## src/rtl/traffic_generator_gmii_core.sv

```systemverilog
// GMII TX frame engine: preamble, SFD, fixed L2 header, pattern payload, CRC-32 FCS, inter-frame gap.
// Optional feature macro: TRAFFIC_GENERATOR_GMII_SEQNUM_EN (per-run sequence number in payload bytes 0..3).
module traffic_generator_gmii_core #(
   parameter logic [47:0] DST_MAC       = 48'hFFFF_FFFF_FFFF,
   parameter logic [47:0] SRC_MAC       = 48'h000A_3500_0001,
   parameter logic [15:0] ETHERTYPE     = 16'h88B5,
   parameter int unsigned MIN_FRAME_LEN = 64,
   parameter int unsigned MAX_FRAME_LEN = 1518,
   parameter int unsigned MIN_IFG       = 12
) (
   input  logic        clk,
   input  logic        reset,
   input  logic        ctrl_enable,
   input  logic [15:0] frame_len,
   input  logic [7:0]  ifg_len,
   input  logic [31:0] frame_limit,
   output logic [7:0]  gmii_txd,
   output logic        gmii_tx_en,
   output logic        gmii_tx_er,
   output logic [31:0] frames_sent,
   output logic        busy
);

   typedef enum logic [2:0] {
      S_IDLE, S_PRE, S_SFD, S_HDR, S_PAY, S_FCS, S_IFG, S_DONE
   } state_t;

   localparam logic [111:0] HDR_BITS = {DST_MAC, SRC_MAC, ETHERTYPE};
   localparam logic [15:0]  MIN_LEN  = 16'(MIN_FRAME_LEN);
   localparam logic [15:0]  MAX_LEN  = 16'(MAX_FRAME_LEN);
   localparam logic [7:0]   MIN_GAP  = 8'(MIN_IFG);
   localparam logic [31:0]  CRC_POLY = 32'hEDB8_8320;

   // Reflected CRC-32, one data byte per call, LSB first.
   function automatic logic [31:0] crc_byte(input logic [31:0] crc, input logic [7:0] data);
      logic [31:0] c;
      c = crc ^ {24'h0, data};
      for (int i = 0; i < 8; i++) begin
         c = c[0] ? ((c >> 1) ^ CRC_POLY) : (c >> 1);
      end
      return c;
   endfunction

   state_t      state_q, state_d;
   logic [15:0] cnt_q, cnt_d;
   logic [15:0] len_q, len_d;
   logic [7:0]  ifg_q, ifg_d;
   logic [31:0] limit_q, limit_d;
   logic [31:0] run_cnt_q, run_cnt_d;
   logic [31:0] frames_sent_q, frames_sent_d;
   logic [31:0] crc_q, crc_d;
   logic [7:0]  txd_q, txd_d;
   logic        tx_en_q, tx_en_d;

   logic [6:0]  hdr_idx;
   logic [7:0]  hdr_byte;
   logic [7:0]  pay_byte;
   logic [31:0] fcs_word;
   logic [7:0]  fcs_byte;
   logic [15:0] len_clamped;
   logic [7:0]  ifg_clamped;

   always_comb begin
      hdr_idx     = 7'd111 - {cnt_q[3:0], 3'b000};
      hdr_byte    = HDR_BITS[hdr_idx -: 8];
      fcs_word    = ~crc_q;
      fcs_byte    = fcs_word[{cnt_q[1:0], 3'b000} +: 8];
`ifdef TRAFFIC_GENERATOR_GMII_SEQNUM_EN
      // Frames already completed in this run double as the sequence number.
      pay_byte    = (cnt_q < 16'd4) ? run_cnt_q[{~cnt_q[1:0], 3'b000} +: 8] : cnt_q[7:0];
`else
      pay_byte    = cnt_q[7:0];
`endif
      len_clamped = (frame_len < MIN_LEN) ? MIN_LEN :
                    (frame_len > MAX_LEN) ? MAX_LEN : frame_len;
      ifg_clamped = (ifg_len < MIN_GAP) ? MIN_GAP : ifg_len;
   end

   always_comb begin
      // NOTE: every _d defaults to its hold value first, so no branch can infer a latch.
      state_d       = state_q;
      cnt_d         = cnt_q + 16'd1;
      len_d         = len_q;
      ifg_d         = ifg_q;
      limit_d       = limit_q;
      run_cnt_d     = run_cnt_q;
      frames_sent_d = frames_sent_q;
      crc_d         = crc_q;
      txd_d         = 8'h00;
      tx_en_d       = 1'b0;
      case (state_q)
         S_IDLE: begin
            cnt_d = 16'd0;
            if (ctrl_enable) begin
               state_d   = S_PRE;
               len_d     = len_clamped;
               ifg_d     = ifg_clamped;
               limit_d   = frame_limit;
               run_cnt_d = 32'd0;
            end
         end
         S_PRE: begin
            txd_d   = 8'h55;
            tx_en_d = 1'b1;
            if (cnt_q == 16'd6) begin
               state_d = S_SFD;
               cnt_d   = 16'd0;
            end
         end
         S_SFD: begin
            txd_d   = 8'hD5;
            tx_en_d = 1'b1;
            crc_d   = '1;
            state_d = S_HDR;
            cnt_d   = 16'd0;
         end
         S_HDR: begin
            txd_d   = hdr_byte;
            tx_en_d = 1'b1;
            crc_d   = crc_byte(crc_q, hdr_byte);
            if (cnt_q == 16'd13) begin
               state_d = S_PAY;
               cnt_d   = 16'd0;
            end
         end
         S_PAY: begin
            txd_d   = pay_byte;
            tx_en_d = 1'b1;
            crc_d   = crc_byte(crc_q, pay_byte);
            // Payload is frame_len minus 14 header and 4 FCS bytes.
            if (cnt_q == len_q - 16'd19) begin
               state_d = S_FCS;
               cnt_d   = 16'd0;
            end
         end
         S_FCS: begin
            txd_d   = fcs_byte;
            tx_en_d = 1'b1;
            if (cnt_q == 16'd3) begin
               state_d       = S_IFG;
               cnt_d         = 16'd0;
               run_cnt_d     = run_cnt_q + 32'd1;
               frames_sent_d = frames_sent_q + 32'd1;
            end
         end
         S_IFG: begin
            if (cnt_q == {8'h00, ifg_q} - 16'd1) begin
               cnt_d = 16'd0;
               // Limit check comes first so a simultaneous enable drop still lands in DONE.
               if ((limit_q != 32'd0) && (run_cnt_q == limit_q)) state_d = S_DONE;
               else if (ctrl_enable)                               state_d = S_PRE;
               else                                                state_d = S_IDLE;
            end
         end
         S_DONE: begin
            cnt_d = 16'd0;
            if (!ctrl_enable) state_d = S_IDLE;
         end
         default: begin
            state_d = S_IDLE;
            cnt_d   = 16'd0;
         end
      endcase
   end

   always_ff @(posedge clk) begin
      // NOTE: sequential state uses non-blocking assignments only; reset is sampled on the clock edge.
      if (reset) begin
         state_q       <= S_IDLE;
         cnt_q         <= 16'd0;
         len_q         <= 16'd0;
         ifg_q         <= 8'd0;
         limit_q       <= 32'd0;
         run_cnt_q     <= 32'd0;
         frames_sent_q <= 32'd0;
         crc_q         <= 32'd0;
         txd_q         <= 8'h00;
         tx_en_q       <= 1'b0;
      end else begin
         state_q       <= state_d;
         cnt_q         <= cnt_d;
         len_q         <= len_d;
         ifg_q         <= ifg_d;
         limit_q       <= limit_d;
         run_cnt_q     <= run_cnt_d;
         frames_sent_q <= frames_sent_d;
         crc_q         <= crc_d;
         txd_q         <= txd_d;
         tx_en_q       <= tx_en_d;
      end
   end

   assign gmii_txd    = txd_q;
   assign gmii_tx_en  = tx_en_q;
   assign gmii_tx_er  = 1'b0;
   assign frames_sent = frames_sent_q;
   assign busy        = (state_q != S_IDLE) && (state_q != S_DONE);

endmodule

```

## config.mk

```make
export PLATFORM = sky130hd
export DESIGN_NAME = traffic_generator_gmii_core
export DESIGN_NICKNAME = d
export VERILOG_FILES = /design/src/rtl/traffic_generator_gmii_core.sv
export SDC_FILE = /design/constraint.sdc
export NUM_CORES = 1
export LEC_CHECK = 0
export BUFFER_PORTS_ARGS = -buffer_cell sky130_fd_sc_hd__buf_2
export CAP_MARGIN = 40
export CELL_PAD_IN_SITES_DETAIL_PLACEMENT = 0
export CELL_PAD_IN_SITES_GLOBAL_PLACEMENT = 1
export CORE_ASPECT_RATIO = 0.75
export CORE_UTILIZATION = 41
export CTS_CLUSTER_DIAMETER = 120
export DETAILED_ROUTE_END_ITERATION = 6
export HOLD_SLACK_MARGIN = 0.05
export PLACE_DENSITY_LB_ADDON = 0.08
export SYNTH_ARGS = -nofsm -noshare
export SYNTH_HDL_FRONTEND = slang
export SYNTH_SLANG_ARGS = --single-unit
```

## constraint.sdc

```tcl
create_clock -name clk -period 3 [get_ports clk]
set_clock_uncertainty 0.15 [all_clocks]
set_input_delay 0.6 -clock clk [delete_from_list [all_inputs] [get_ports clk]]
set_output_delay 0.6 -clock clk [all_outputs]
set_load 0.01 [all_outputs]
```

==> metrics.log, run 1 <==
[metrics] Post-Route Hold Slack: 0.236 ns
[metrics] Final #Nets: ~1,500
[metrics] Startpoint Class: register
[metrics] synth-to-layout area growth: 19.7%
[metrics] routed wire length: 31,300 µm
[metrics] worst max-slew margin expressed relative to the limit: 0.442
[metrics] final hold vios: 0
[metrics] yosys synthesis warning count: 0
[metrics] number of cell rows: 50
[metrics] detailed-route wire length per cell: 17.5 µm
[metrics] fraction of final layout cells with drive strength greater than 1: 0.191
[metrics] cell area after technology mapping: 10,700 µm²
[metrics] register area share after synthesis: 0.338
[metrics] wire length of the first global-routing pass: ~50,000 µm
[metrics] multi-input combinational cell area: 6840 µm²
[metrics] path type of the worst min-delay path: input pin to register
[metrics] worst hold path cell count: 3
[metrics] clock transition at the register clock pins on the worst setup and hold paths after CTS: 0.07 ns
[metrics] critical path type: register to register
[metrics] static power due to leakage: around 5.0 nW
[metrics] pin count of the biggest net entering global routing: 56
[metrics] Final Critical Period: between 2 and 3 ns
[metrics] accumulated negative setup slack: 0 ns
[metrics] Slew @ Worst Pin: 0.831 ns
[metrics] final estimated routing congestion in global placement: 0.901
[metrics] PnR worst setup slack: around 0.12 ns
[metrics] overall via count from detail_route: 9,722
[metrics] terminus of the critical flop-to-flop path: frames_sent[24]
[metrics] Synthesized Nets: 1,371
[metrics] register area: between 3000 and 4000 µm²
[metrics] CP endpoint kind: register
[metrics] cell at the root of the clock tree: sky130_fd_sc_hd__clkbuf_16
[metrics] number of global-route vias before repair: 8,909
[metrics] total power after layout: 6.18 mW
[metrics] Final Util: 0.505
[metrics] detailed-route vias per instance: 5.45
[metrics] worst endpoint data arrival time: a little over 3 ns
[metrics] total clock sinks: 180
[metrics] area of the core: about 25,000 µm²
[metrics] end of the worst hold path: limit_q[10]
[metrics] die area: 26,700 µm²
[metrics] worst stage delay on the critical path: between 0.5 and 0.6 ns
[metrics] buffers from clock root to sink, at most: 2
[metrics] final period utilization: 0.961
[metrics] number of synthesized flops with an enable pin: 0
[metrics] maximum clock frequency: 347 MHz
[metrics] drt initial violations: 623
[metrics] hpwl dp: 22,900 µm
[metrics] filler cell count in the final layout: 2,470
[metrics] Hold Crit Start: frame_limit[10]
[metrics] sequence of cells on the critical path: buf_4 > ha_1 > or3b_4 > or2_4 > or4_4 > or3_4 > or3_1 > a21oi_1
[metrics] Setup Slack @ Placement: -0.0528 ns
[metrics] synthesized instance count: approximately 1,300
[metrics] Final ANT Viol Nets: 0
[metrics] Max IR drop VDD: 0.409 mV
[metrics] reported max-cap violation count: 0
[metrics] crit path max-delay cell type: sky130_fd_sc_hd__or4_4
[metrics] worst setup slack for register-to-register paths: about 0.12 ns
[metrics] insertion delay of the later-clocked pin in the worst-skew pair: 0.44 ns
[metrics] DIE HEIGHT: approximately 140 µm
[metrics] Max Fanout on Critical Path: 6
[metrics] width of the die: 188 µm
[metrics] total clock buffers created by CTS: 17
[metrics] number of pins exceeding their max-slew limit in the final report: 0
[metrics] most instantiated flip-flop cell in the synthesis netlist: sky130_fd_sc_hd__dfxtp_1
[metrics] Critical Path RT: approximately 3.2 ns
[metrics] top-level I/O count: between 100 and 150
[metrics] R2R depth: 8
[metrics] initial standard-cell utilization of the core: 0.422
[metrics] DRT Pass-1 Iters: 5
[metrics] count of unresolved DRC violations after routing: 0
[metrics] number of different library cells in the post-synthesis netlist: 78
[metrics] # H-tree levels: 4
[metrics] overall overflow remaining after global route: 0
[metrics] TritonCTS clock tree: done
[metrics] total power divided by cell area: 484 nW/µm²
[metrics] initial antenna violation count: 0
[metrics] GRT Resource Usage Total: 0.236
[metrics] fraction of synthesis flops using an asynchronous set or reset pin: 0
[metrics] number of port buffers: 100
[metrics] number of storage elements in the synthesis netlist: between 150 and 200
[metrics] run status: completed
[metrics] start of the worst register-to-register path: cnt_q[1]
[metrics] Ant. Diodes: 0
[metrics] final setup vio count: 0
[metrics] average size of a mapped cell: just over 8 µm²
==> layer usage <==
metal / GRT usage / share of wire / up-vias
met4: 0.0535 / 0.010 / 0
met1: 0.359 / 0.52 / 4598
met3: 0.0443 / 0.064 / 23
met5: 0 / 0 / -
li1: - / - / 4821
met2: 0.339 / 0.41 / 280
==> cell usage after synthesis, types with 8 or more instances <==
master | n | area [µm²]
sky130_fd_sc_hd__a211oi_1 | 13 | 97.6
sky130_fd_sc_hd__a21oi_1 | 103 | 515
sky130_fd_sc_hd__and2_1 | 11 | 68.8
sky130_fd_sc_hd__and3_1 | 17 | 106
sky130_fd_sc_hd__and4_1 | 8 | 70.1
sky130_fd_sc_hd__buf_2 | 8 | 40.0
sky130_fd_sc_hd__clkbuf_1 | 61 | 229
sky130_fd_sc_hd__dfxtp_1 | 180 | 3600
sky130_fd_sc_hd__ha_1 | 14 | 175
sky130_fd_sc_hd__inv_1 | 19 | 71.3
sky130_fd_sc_hd__nand2_1 | 146 | 548
sky130_fd_sc_hd__nand2b_1 | 9 | 56.3
sky130_fd_sc_hd__nand3_1 | 28 | 140
sky130_fd_sc_hd__nand4_1 | 25 | 156
sky130_fd_sc_hd__nor2_1 | 123 | 462
sky130_fd_sc_hd__nor3_1 | 57 | 285
sky130_fd_sc_hd__nor4_1 | 21 | 131
sky130_fd_sc_hd__o21ai_0 | 57 | 285
sky130_fd_sc_hd__or3_1 | 23 | 144
sky130_fd_sc_hd__xnor2_1 | 135 | 1180
sky130_fd_sc_hd__xnor3_1 | 8 | 180
sky130_fd_sc_hd__xor2_1 | 91 | 797
==> cell usage in the layout (no fill, tap or decap), types with 5 or more instances in the layout <==
master                      netlist  layout
sky130_fd_sc_hd__and4_1           8       8
sky130_fd_sc_hd__nor2b_1          7       6
sky130_fd_sc_hd__buf_2            8      99
sky130_fd_sc_hd__xnor2_2          3       8
sky130_fd_sc_hd__dfxtp_1        180     180
sky130_fd_sc_hd__buf_4            3      91
sky130_fd_sc_hd__nand2b_1         9       9
sky130_fd_sc_hd__o221ai_1         6       6
sky130_fd_sc_hd__nand3_1         28      28
sky130_fd_sc_hd__nor4_1          21      21
sky130_fd_sc_hd__o21ai_0         57      57
sky130_fd_sc_hd__xnor2_1        135     129
sky130_fd_sc_hd__nand4_1         25      25
sky130_fd_sc_hd__nor2_1         123     122
sky130_fd_sc_hd__o31ai_1          6       6
sky130_fd_sc_hd__xor2_1          91      89
sky130_fd_sc_hd__mux4_2           7       7
sky130_fd_sc_hd__nor3_1          57      57
sky130_fd_sc_hd__or4_1            6       5
sky130_fd_sc_hd__nand2_1        146     146
sky130_fd_sc_hd__and2_1          11      11
sky130_fd_sc_hd__or3_1           23      23
sky130_fd_sc_hd__ha_1            14      13
sky130_fd_sc_hd__xnor3_1          8       5
sky130_fd_sc_hd__clkbuf_16        0      17
sky130_fd_sc_hd__and3_1          17      17
sky130_fd_sc_hd__a21oi_1        103     102
sky130_fd_sc_hd__o22ai_1          5       5
sky130_fd_sc_hd__a211o_1          6       6
sky130_fd_sc_hd__a211oi_1        13      13
sky130_fd_sc_hd__inv_1           19      19
sky130_fd_sc_hd__a221o_1          6       6
==> state kept, by name (all words and copies together) (netlist names), 3 cells and up <==
name / cells
limit_q: 32
ifg_q: 8
frames_sent: 32
len_q: 16
gmii_txd: 8
cnt_q: 16
crc_q: 32
state_q: 3
run_cnt_q: 32
==> area by class of cell <==
cell class,instances,area share
Clock inverter,12,0.0115
Clock buffer,20,0.0366
Sequential cell,180,0.282
Tap cell,338,0.0331
Inverter,20,0.00588
Timing Repair Buffer,192,0.0948
Multi-Input combinational cell,1023,0.536
==> how the worst max path moves through the flow <==
stage | startpoint | endpoint | slack [ns] | cells past startpoint
after floorplan | cnt_q[3] | crc_q[21] | -0.008 | 10
after global placement | cnt_q[2] | crc_q[18] | -0.03 | 10
after detailed placement | cnt_q[2] | crc_q[25] | -0.05 | 9
after CTS | cnt_q[1] | frames_sent[31] | 0.05 | 8
after global routing | cnt_q[1] | crc_q[25] | -0.007 | 9
final | cnt_q[1] | frames_sent[24] | 0.12 | 8
==> stage by stage <==
step	cell area [µm²]	cells
after global placement	12000	1750
after CTS	12600	1783
after floorplan	10700	1298
final	12800	1785
after detailed placement	12000	1751
after global routing	12800	1785
==> worst max-delay path: cells and delay by family, from the launching register on <==
kind            cells  cell delay, ns
flops               1            0.34
fa+ha+maj           1            0.17
compound gates      1            0.14
simple gates        5            1.85
buf+inv             1            0.15
==> what timing repair did <==
action / CTS / global route
endpoints found under the setup margin: 4 / 24
hold buffers: 0 / 0
gates resized for setup: 4 / 23
gates cloned: 0 / 0
pin swaps: 0 / 5
buffers inserted: 0 / 2
==> cell families after synthesis <==
family / share of synthesized area
AOI/OAI and AO/OA: 0.144
xor gates and xnor gates: 0.207
adders and majority gates: 0.0164
buffers and inverters: 0.0368
DFF: 0.338
muxes: 0.0206
other: 0.000352
and+or+nand+nor: 0.236
==> report_power, final <==
part / switching [mW] / internal, mW / total [mW]
logic: 0.689 / 0.553 / 1.24
clock network: 1.04 / 1.31 / 2.35
registers: 0.112 / 2.48 / 2.59
No activity file was read; power rests on OpenSTA's default activity.
==> inputs of run 2 (changes only) <==
Settings changed: BUFFER_PORTS_ARGS -buffer_cell sky130_fd_sc_hd__buf_2 to default, CORE_UTILIZATION 41 to 44, DONT_BUFFER_PORTS from default to 1.
Clock period 3 ns to 2.64 ns, I/O delays scaled along.
==> run 2 against run 1 <==
Compared with the run above:
- the flow now finishes with violations (setup timing)
- utilization rose by 9.0 points
- critical path depth up 4
- power grew 14%
- critical path type unchanged
- critical endpoint is now crc_q[18]
- largest power group unchanged
==> metrics.log, run 2 (synthesis gave the netlist of run 1 again) <==
[metrics] run status: finished, violations left (was completed)
[metrics] violated checks: setup timing
[metrics] start of the worst register-to-register path: cnt_q[1] (unchanged)
[metrics] routed wire length: 32,900 µm (was 31,300 µm)
[metrics] worst endpoint data arrival time: 2.92 ns (was 3.11 ns)
[metrics] cell at the root of the clock tree: sky130_fd_sc_hd__clkbuf_16 (unchanged)
[metrics] hpwl dp: 22,800 µm (was 22,900 µm)
[metrics] wire length of the first global-routing pass: 50,400 µm (was 49,600 µm)
[metrics] overall overflow remaining after global route: 0 (unchanged)
[metrics] worst hold path cell count: 1 (was 3)
[metrics] critical path type: register to register (unchanged)
[metrics] total clock sinks: 180 (unchanged)
[metrics] fraction of power spent switching nets: 0.301 (was 0.297)
[metrics] initial standard-cell utilization of the core: 0.455 (was 0.422)
[metrics] most frequent cells in the layout: sky130_fd_sc_hd__dfxtp_1 (175), sky130_fd_sc_hd__buf_4 (147), sky130_fd_sc_hd__nand2_1 (146), sky130_fd_sc_hd__nor2_1 (116), sky130_fd_sc_hd__xnor2_1 (113) (was sky130_fd_sc_hd__dfxtp_1 (180), sky130_fd_sc_hd__nand2_1 (146), sky130_fd_sc_hd__xnor2_1 (129), sky130_fd_sc_hd__nor2_1 (122), sky130_fd_sc_hd__a21oi_1 (102))
[metrics] R2R depth: 12 (was 8)
[metrics] number of cell rows: 48 (was 50)
[metrics] final period utilization: 1.04 (was 0.961)
[metrics] clock transition at the register clock pins on the worst setup and hold paths after CTS: 0.07 ns (about the same)
[metrics] PnR worst setup slack: -0.102 ns (was 0.117 ns)
[metrics] TritonCTS clock tree: done (unchanged)
[metrics] drt initial violations: 627 (was 623)
[metrics] Post-Route Hold Slack: 0.0774 ns (was 0.236 ns)
[metrics] switching power summed over all nets: 2.12 mW (was 1.84 mW)
[metrics] static power due to leakage: 5.40 nW (was 5.03 nW)
[metrics] commonest non-fill, non-tap cell in the layout: sky130_fd_sc_hd__dfxtp_1 (unchanged)
[metrics] buffers from clock root to sink, at most: 2 (unchanged)
[metrics] top-level I/O count: 102 (unchanged)
[metrics] Comb power frac: 0.242 (was 0.201)
[metrics] internal cell power: 4.91 mW (was 4.35 mW)
[metrics] path type of the worst min-delay path: input pin to register (unchanged)
[metrics] overall via count from detail_route: 9,990 (was 9,722)
[metrics] setup repair after global routing missed its margin: true
[metrics] Max Fanout on Critical Path: 5 (was 6)
[metrics] summed area of non-filler cells in the final layout: 13,900 µm² (was 12,800 µm²)
[metrics] total clock buffers created by CTS: 17 (unchanged)
[metrics] GRT Resource Usage Total: 0.259 (was 0.236)
[metrics] Ant. Diodes: 0 (unchanged)
[metrics] DRT Pass-1 Iters: 4 (was 5)
[metrics] detailed-route vias per instance: 5.64 (was 5.45)
[metrics] final hold vios: 0 (unchanged)
[metrics] fraction of final layout cells with drive strength greater than 1: 0.230 (was 0.191)
[metrics] Setup Slack @ Placement: -0.195 ns (was -0.0528 ns)
[metrics] Flop pwr share: 0.418 (was 0.420)
[metrics] area of the core: 23,400 µm² (was 25,300 µm²)
[metrics] worst setup slack for register-to-register paths: -0.10 ns (was 0.12 ns)
[metrics] Final ANT Viol Nets: 0 (unchanged)
[metrics] family with the most delay on the worst path: XOR/XNOR gates (was simple AND/OR/NAND/NOR gates)
[metrics] Slew @ Worst Pin: 0.634 ns (was 0.831 ns)
[metrics] final setup vio count: 14 (was 0)
[metrics] maximum clock frequency: 365 MHz (was 347 MHz)
[metrics] end of the worst hold path: len_q[4] (was limit_q[10])
[metrics] pin count of the biggest net entering global routing: 121 (was 56)
[metrics] number of global-route vias before repair: 9,206 (was 8,909)
[metrics] count of unresolved DRC violations after routing: 0 (unchanged)
[metrics] number of pins exceeding their max-slew limit in the final report: 0 (unchanged)
[metrics] Final #Nets: 1,532 (was 1,507)
[metrics] detailed-route wire length per cell: 18.6 µm (was 17.5 µm)
[metrics] number of port buffers: 0 (was 100)
[metrics] Hold Crit Start: frame_len[4] (was frame_limit[10])
[metrics] area after detailed placement: 12,000 µm² (about the same)
[metrics] worst max-slew margin expressed relative to the limit: 0.576 (was 0.442)
[metrics] worst stage delay on the critical path: 0.42 ns (was 0.52 ns)
[metrics] # H-tree levels: 4 (unchanged)
[metrics] sequence of cells on the critical path: ha_4 > inv_2 > ha_4 > nor2b_4 > buf_6 > a31oi_4 > xnor3_2 > buf_12 > xnor2_4 > xnor3_1 > a21oi_2 > nor3_1 (was buf_4 > ha_1 > or3b_4 > or2_4 > or4_4 > or3_4 > or3_1 > a21oi_1)
[metrics] die area: 24,900 µm² (was 26,700 µm²)
[metrics] synth-to-layout area growth: 30.7% (was 19.7%)
[metrics] Clk pwr share: 0.340 (was 0.380)
[metrics] width of the die: 182 µm (was 188 µm)
[metrics] total power after layout: 7.04 mW (was 6.18 mW)
[metrics] accumulated negative setup slack: -0.557 ns (was 0 ns)
[metrics] reported max-cap violation count: 0 (unchanged)
[metrics] terminus of the critical flop-to-flop path: crc_q[18] (was frames_sent[24])
[metrics] total power divided by cell area: 505 nW/µm² (was 484 nW/µm²)
[metrics] final estimated routing congestion in global placement: 0.867 (was 0.901)
[metrics] Startpoint Class: register (unchanged)
[metrics] CP endpoint kind: register (unchanged)
[metrics] crit path max-delay cell type: sky130_fd_sc_hd__xnor3_2 (was sky130_fd_sc_hd__or4_4)
[metrics] combined buffer and inverter count along the critical path: 3 (was 1)
[metrics] initial antenna violation count: 0 (unchanged)
[metrics] insertion delay of the later-clocked pin in the worst-skew pair: 0.44 ns (about the same)
[metrics] DIE HEIGHT: 137 µm (was 142 µm)
[metrics] Critical Path RT: 2.81 ns (was 3.22 ns)
[metrics] Final Critical Period: 2.74 ns (was 2.88 ns)
[metrics] Max IR drop VDD: 0.449 mV (was 0.409 mV)
[metrics] filler cell count in the final layout: 2,155 (was 2,470)
[metrics] most used cell, CP: sky130_fd_sc_hd__ha_4
[run 2: changes by cell type in the layout (fill, tap and decap cells not counted), moves of 7 or more]
cell | previous run | this run
sky130_fd_sc_hd__a21oi_1 | 102 | 90
sky130_fd_sc_hd__a21oi_2 | 1 | 12
sky130_fd_sc_hd__buf_2 | 99 | 0
sky130_fd_sc_hd__buf_4 | 91 | 147
sky130_fd_sc_hd__buf_6 | 1 | 16
sky130_fd_sc_hd__dlygate4sd3_1 | 0 | 46
sky130_fd_sc_hd__nor3_1 | 57 | 50
sky130_fd_sc_hd__nor3_2 | 0 | 7
sky130_fd_sc_hd__o21ai_0 | 57 | 50
sky130_fd_sc_hd__xnor2_1 | 129 | 113
sky130_fd_sc_hd__xnor2_2 | 8 | 18
[run 2: worst max path at each step]
stage,startpoint,endpoint,depth (start not counted)
5_1_grt,cnt_q[1],crc_q[18],12
3_3_place_gp,cnt_q[1],crc_q[18],10
6_report,cnt_q[1],crc_q[18],12
3_5_place_dp,cnt_q[2],crc_q[24],10
4_1_cts,cnt_q[1],frames_sent[26],7
2_1_floorplan,cnt_q[1],frames_sent[24],8
[run 2: repair_timing]
action	in CTS	in global routing
setup buffers	2	20
pin swaps	18	70
setup endpoints to repair	47	85
hold endpoints to repair	105	38
hold buffers	46	1
resized for setup	23	116
cloned	0	2
[run 2: layout make-up]
| type | count | area (µm²) | area share |
|---|---|---|---|
| inverter | 20 | 75.1 | 0.00539 |
| clock buffer | 21 | 460 | 0.0330 |
| clock inverter | 11 | 80.1 | 0.00575 |
| multi-input combinational | 1023 | 7420 | 0.533 |
| timing repair buffer | 217 | 1900 | 0.137 |
| tap | 300 | 375 | 0.0269 |
| sequential | 180 | 3620 | 0.260 |
[run 2: power by group through the flow]
stage / clock network (mW) / registers (mW) / logic [mW]
final: 2.39 / 2.94 / 1.70
after global routing: 2.56 / 2.95 / 1.85
after CTS: 2.45 / 2.94 / 1.52
after detailed placement: 0 / 3.00 / 1.39
after global placement: 0 / 3.00 / 1.38
after floorplan: 0 / 2.97 / 0.984
[run 2: routing by layer]
metal / vias to the layer above / routed length (µm) / track usage
li1: 4862 / - / -
met1: 4813 / 16300 / 0.382
met2: 293 / 14200 / 0.390
met3: 22 / 2230 / 0.0527
met4: 0 / 272 / 0.0490
met5: - / 0 / 0
[run 2: worst register-to-register path: stages (launching register included)]
cell                      delay (ns)
sky130_fd_sc_hd__dfxtp_4        0.39
sky130_fd_sc_hd__ha_4           0.14
sky130_fd_sc_hd__inv_2          0.04
sky130_fd_sc_hd__ha_4           0.30
sky130_fd_sc_hd__nor2b_4        0.07
sky130_fd_sc_hd__buf_6          0.12
sky130_fd_sc_hd__a31oi_4        0.17
sky130_fd_sc_hd__xnor3_2        0.42
sky130_fd_sc_hd__buf_12         0.19
sky130_fd_sc_hd__xnor2_4        0.17
sky130_fd_sc_hd__xnor3_1        0.25
sky130_fd_sc_hd__a21oi_2        0.16
sky130_fd_sc_hd__nor3_1         0.06
[run 2: stage by stage]
stage | utilization | instances
2_1_floorplan | - | 1298
3_3_place_gp | 0.514 | 1673
3_5_place_dp | 0.514 | 1674
4_1_cts | 0.564 | 1754
5_1_grt | 0.595 | 1772
6_report | 0.595 | 1772
==> inputs of run 3 (changes only) <==
Settings changed: CORE_UTILIZATION 44 to 40.
==> run 3 against run 2 <==
Compared with the run above:
- the flow still finishes with violations (setup timing)
- clock power up 14%
- register-to-register slack worse by 0.07 ns
- non-clock buffer count up 9
- sequential power about the same
- power up 4.6%
- clock-buffer cell count down 3
- via count up 0.67%
- critical endpoint is now crc_q[7]
==> metrics.log, run 3 (synthesis gave the netlist of run 1 again) <==
[metrics] wire length of the first global-routing pass: 52,600 µm (was 50,400 µm)
[metrics] area of the core: 26,100 µm² (was 23,400 µm²)
[metrics] final hold vios: 0 (unchanged)
[metrics] PnR worst setup slack: -0.172 ns (was -0.102 ns)
[metrics] reported max-cap violation count: 0 (unchanged)
[metrics] final period utilization: 1.07 (was 1.04)
[metrics] total clock sinks: 180 (unchanged)
[metrics] Flop pwr share: 0.401 (was 0.418)
[metrics] violated checks: setup timing (unchanged)
[metrics] commonest non-fill, non-tap cell in the layout: sky130_fd_sc_hd__dfxtp_1 (unchanged)
[metrics] total clock buffers created by CTS: 17 (unchanged)
[metrics] detailed-route vias per instance: 5.51 (was 5.64)
[metrics] initial standard-cell utilization of the core: 0.409 (was 0.455)
[metrics] Critical Path RT: 2.80 ns (was 2.81 ns)
[metrics] number of port buffers: 0 (unchanged)
[metrics] detailed-route wire length per cell: 19.0 µm (was 18.6 µm)
[metrics] non-filler instance count after layout: 1,825 (was 1,772)
[metrics] hpwl dp: 24,900 µm (was 22,800 µm)
[metrics] maximum clock frequency: 356 MHz (was 365 MHz)
[metrics] total power after layout: 7.36 mW (was 7.04 mW)
[metrics] width of the die: 191 µm (was 182 µm)
[metrics] Comb power frac: 0.229 (was 0.242)
[metrics] worst endpoint data arrival time: 2.97 ns (was 2.92 ns)
[metrics] worst max-slew margin expressed relative to the limit: 0.500 (was 0.576)
[metrics] worst setup slack for register-to-register paths: -0.17 ns (was -0.10 ns)
[metrics] final estimated routing congestion in global placement: 0.944 (was 0.867)
[metrics] R2R depth: 12 (unchanged)
[metrics] total power divided by cell area: 528 nW/µm² (was 505 nW/µm²)
[metrics] CP endpoint kind: register (unchanged)
[metrics] Final #Nets: 1,541 (was 1,532)
[metrics] end of the worst hold path: len_q[0] (was len_q[4])
[metrics] Hold Crit Start: frame_len[0] (was frame_len[4])
[metrics] initial antenna violation count: 0 (unchanged)
[metrics] insertion delay of the later-clocked pin in the worst-skew pair: 0.45 ns (was 0.44 ns)
[metrics] count of unresolved DRC violations after routing: 0 (unchanged)
[metrics] start of the worst register-to-register path: cnt_q[1] (unchanged)
[metrics] setup repair after global routing missed its margin: true (unchanged)
[metrics] TritonCTS clock tree: done (unchanged)
[metrics] routed wire length: 34,800 µm (was 32,900 µm)
[metrics] # H-tree levels: 4 (unchanged)
[metrics] path type of the worst min-delay path: input pin to register (unchanged)
[metrics] overall via count from detail_route: 10,100 (was 9,990)
[metrics] accumulated negative setup slack: -2.82 ns (was -0.557 ns)
[metrics] Startpoint Class: register (unchanged)
[metrics] final setup vio count: 42 (was 14)
[metrics] drt initial violations: 681 (was 627)
[metrics] most frequent cells in the layout: sky130_fd_sc_hd__dfxtp_1 (173), sky130_fd_sc_hd__buf_4 (162), sky130_fd_sc_hd__nand2_1 (144), sky130_fd_sc_hd__xnor2_1 (123), sky130_fd_sc_hd__nor2_1 (119) (was sky130_fd_sc_hd__dfxtp_1 (175), sky130_fd_sc_hd__buf_4 (147), sky130_fd_sc_hd__nand2_1 (146), sky130_fd_sc_hd__nor2_1 (116), sky130_fd_sc_hd__xnor2_1 (113))
[metrics] Final ANT Viol Nets: 0 (unchanged)
[metrics] number of global-route vias before repair: 9,085 (was 9,206)
[metrics] Clk pwr share: 0.370 (was 0.340)
[metrics] Ant. Diodes: 0 (unchanged)
[metrics] number of cell rows: 51 (was 48)
[metrics] number of placed instances, taps included: 1,728 (was 1,674)
[metrics] cell at the root of the clock tree: sky130_fd_sc_hd__clkbuf_16 (unchanged)
[metrics] Slew @ Worst Pin: 0.747 ns (was 0.634 ns)
[metrics] DIE HEIGHT: 143 µm (was 137 µm)
[metrics] critical path type: register to register (unchanged)
[metrics] Max Fanout on Critical Path: 5 (unchanged)
[metrics] fraction of final layout cells with drive strength greater than 1: 0.231 (was 0.230)
[metrics] GRT Resource Usage Total: 0.252 (was 0.259)
[metrics] worst hold path cell count: 1 (unchanged)
[metrics] synth-to-layout area growth: 30.6% (was 30.7%)
[metrics] Max IR drop VDD: 0.450 mV (was 0.449 mV)
[metrics] run status: finished, violations left (unchanged)
[metrics] overall overflow remaining after global route: 0 (unchanged)
[metrics] Final Critical Period: 2.81 ns (was 2.74 ns)
[metrics] clock transition at the register clock pins on the worst setup and hold paths after CTS: 0.07 ns (about the same)
[metrics] buffers from clock root to sink, at most: 2 (unchanged)
[metrics] number of pins exceeding their max-slew limit in the final report: 0 (unchanged)
[metrics] terminus of the critical flop-to-flop path: crc_q[7] (was crc_q[18])
[metrics] switching power summed over all nets: 2.20 mW (was 2.12 mW)
[metrics] top-level I/O count: 102 (unchanged)
[metrics] DRT Pass-1 Iters: 5 (was 4)
[metrics] die area: 27,300 µm² (was 24,900 µm²)
[metrics] internal cell power: 5.16 mW (was 4.91 mW)
[metrics] pin count of the biggest net entering global routing: 121 (unchanged)
[metrics] fraction of power spent switching nets: 0.299 (was 0.301)
[metrics] filler cell count in the final layout: 2,411 (was 2,155)
[metrics] static power due to leakage: 5.41 nW (was 5.40 nW)
==> run 3: area by class of cell <==
class | count | area (µm²) | share of cell area
clock buffer | 18 | 439 | 0.0315
clock inverter | 14 | 174 | 0.0125
inverter | 20 | 75.1 | 0.00539
multi-input combinational | 1023 | 7290 | 0.523
sequential | 180 | 3620 | 0.260
tap | 344 | 430 | 0.0309
timing repair buffer | 226 | 1910 | 0.137
==> run 3: stage by stage <==
step	hold WS (ns)	setup slack (ns)	util	cell area, µm²
detailed placement	0.321	-0.223	0.466	12200
floorplan	0.302	-0.128	-	10800
CTS	-0.00569	-0.129	0.516	13500
global placement	0.318	-0.189	0.465	12100
global route	-0.00335	-0.227	0.534	13900
finish	0.0613	-0.172	0.534	13900
==> run 3: layer usage <==
| layer | GRT usage | share of wire |
|---|---|---|
| met2 | 0.336 | 0.40 |
| met5 | 0 | 0 |
| met3 | 0.0808 | 0.097 |
| met4 | 0.0425 | 0.0065 |
| met1 | 0.388 | 0.50 |
==> run 3: worst max-delay path, stage by stage, from the launching register on <==
cell and delay [ns]:
sky130_fd_sc_hd__dfxtp_4 0.38, sky130_fd_sc_hd__ha_2 0.20, sky130_fd_sc_hd__inv_2 0.05, sky130_fd_sc_hd__ha_4 0.31
sky130_fd_sc_hd__nor2b_4 0.07, sky130_fd_sc_hd__buf_4 0.14, sky130_fd_sc_hd__a31oi_4 0.20, sky130_fd_sc_hd__xnor3_2 0.35
sky130_fd_sc_hd__xnor2_1 0.16, sky130_fd_sc_hd__buf_4 0.16, sky130_fd_sc_hd__a221o_1 0.31, sky130_fd_sc_hd__a21oi_2 0.14
sky130_fd_sc_hd__nor3_1 0.06
==> run 3: how the worst max path moves through the flow <==
stage	from	to	slack, ns	cells after the start
2_1_floorplan	cnt_q[1]	frames_sent[24]	-0.13	8
3_3_place_gp	cnt_q[2]	crc_q[24]	-0.19	10
3_5_place_dp	cnt_q[2]	crc_q[24]	-0.22	10
4_1_cts	cnt_q[1]	frames_sent[24]	-0.13	7
5_1_grt	cnt_q[1]	crc_q[7]	-0.23	12
6_report	cnt_q[1]	crc_q[7]	-0.17	12
==> run 3: power by group through the flow <==
stage | sequential, mW | clock [mW] | combinational, mW
2_1_floorplan | 2.97 | 0 | 0.984
3_3_place_gp | 3.00 | 0 | 1.41
3_5_place_dp | 3.00 | 0 | 1.41
4_1_cts | 2.94 | 2.78 | 1.60
5_1_grt | 2.96 | 2.90 | 1.81
6_report | 2.95 | 2.72 | 1.69
==> run 3: what timing repair did <==
item / 4_1_cts / 5_1_grt
buffers inserted: 9 / 11
pin swaps: 13 / 44
hold endpoints to repair: 112 / 56
hold buffers: 45 / 2
gates resized for setup: 30 / 82
gates cloned: 1 / 0
setup endpoints to repair: 49 / 84
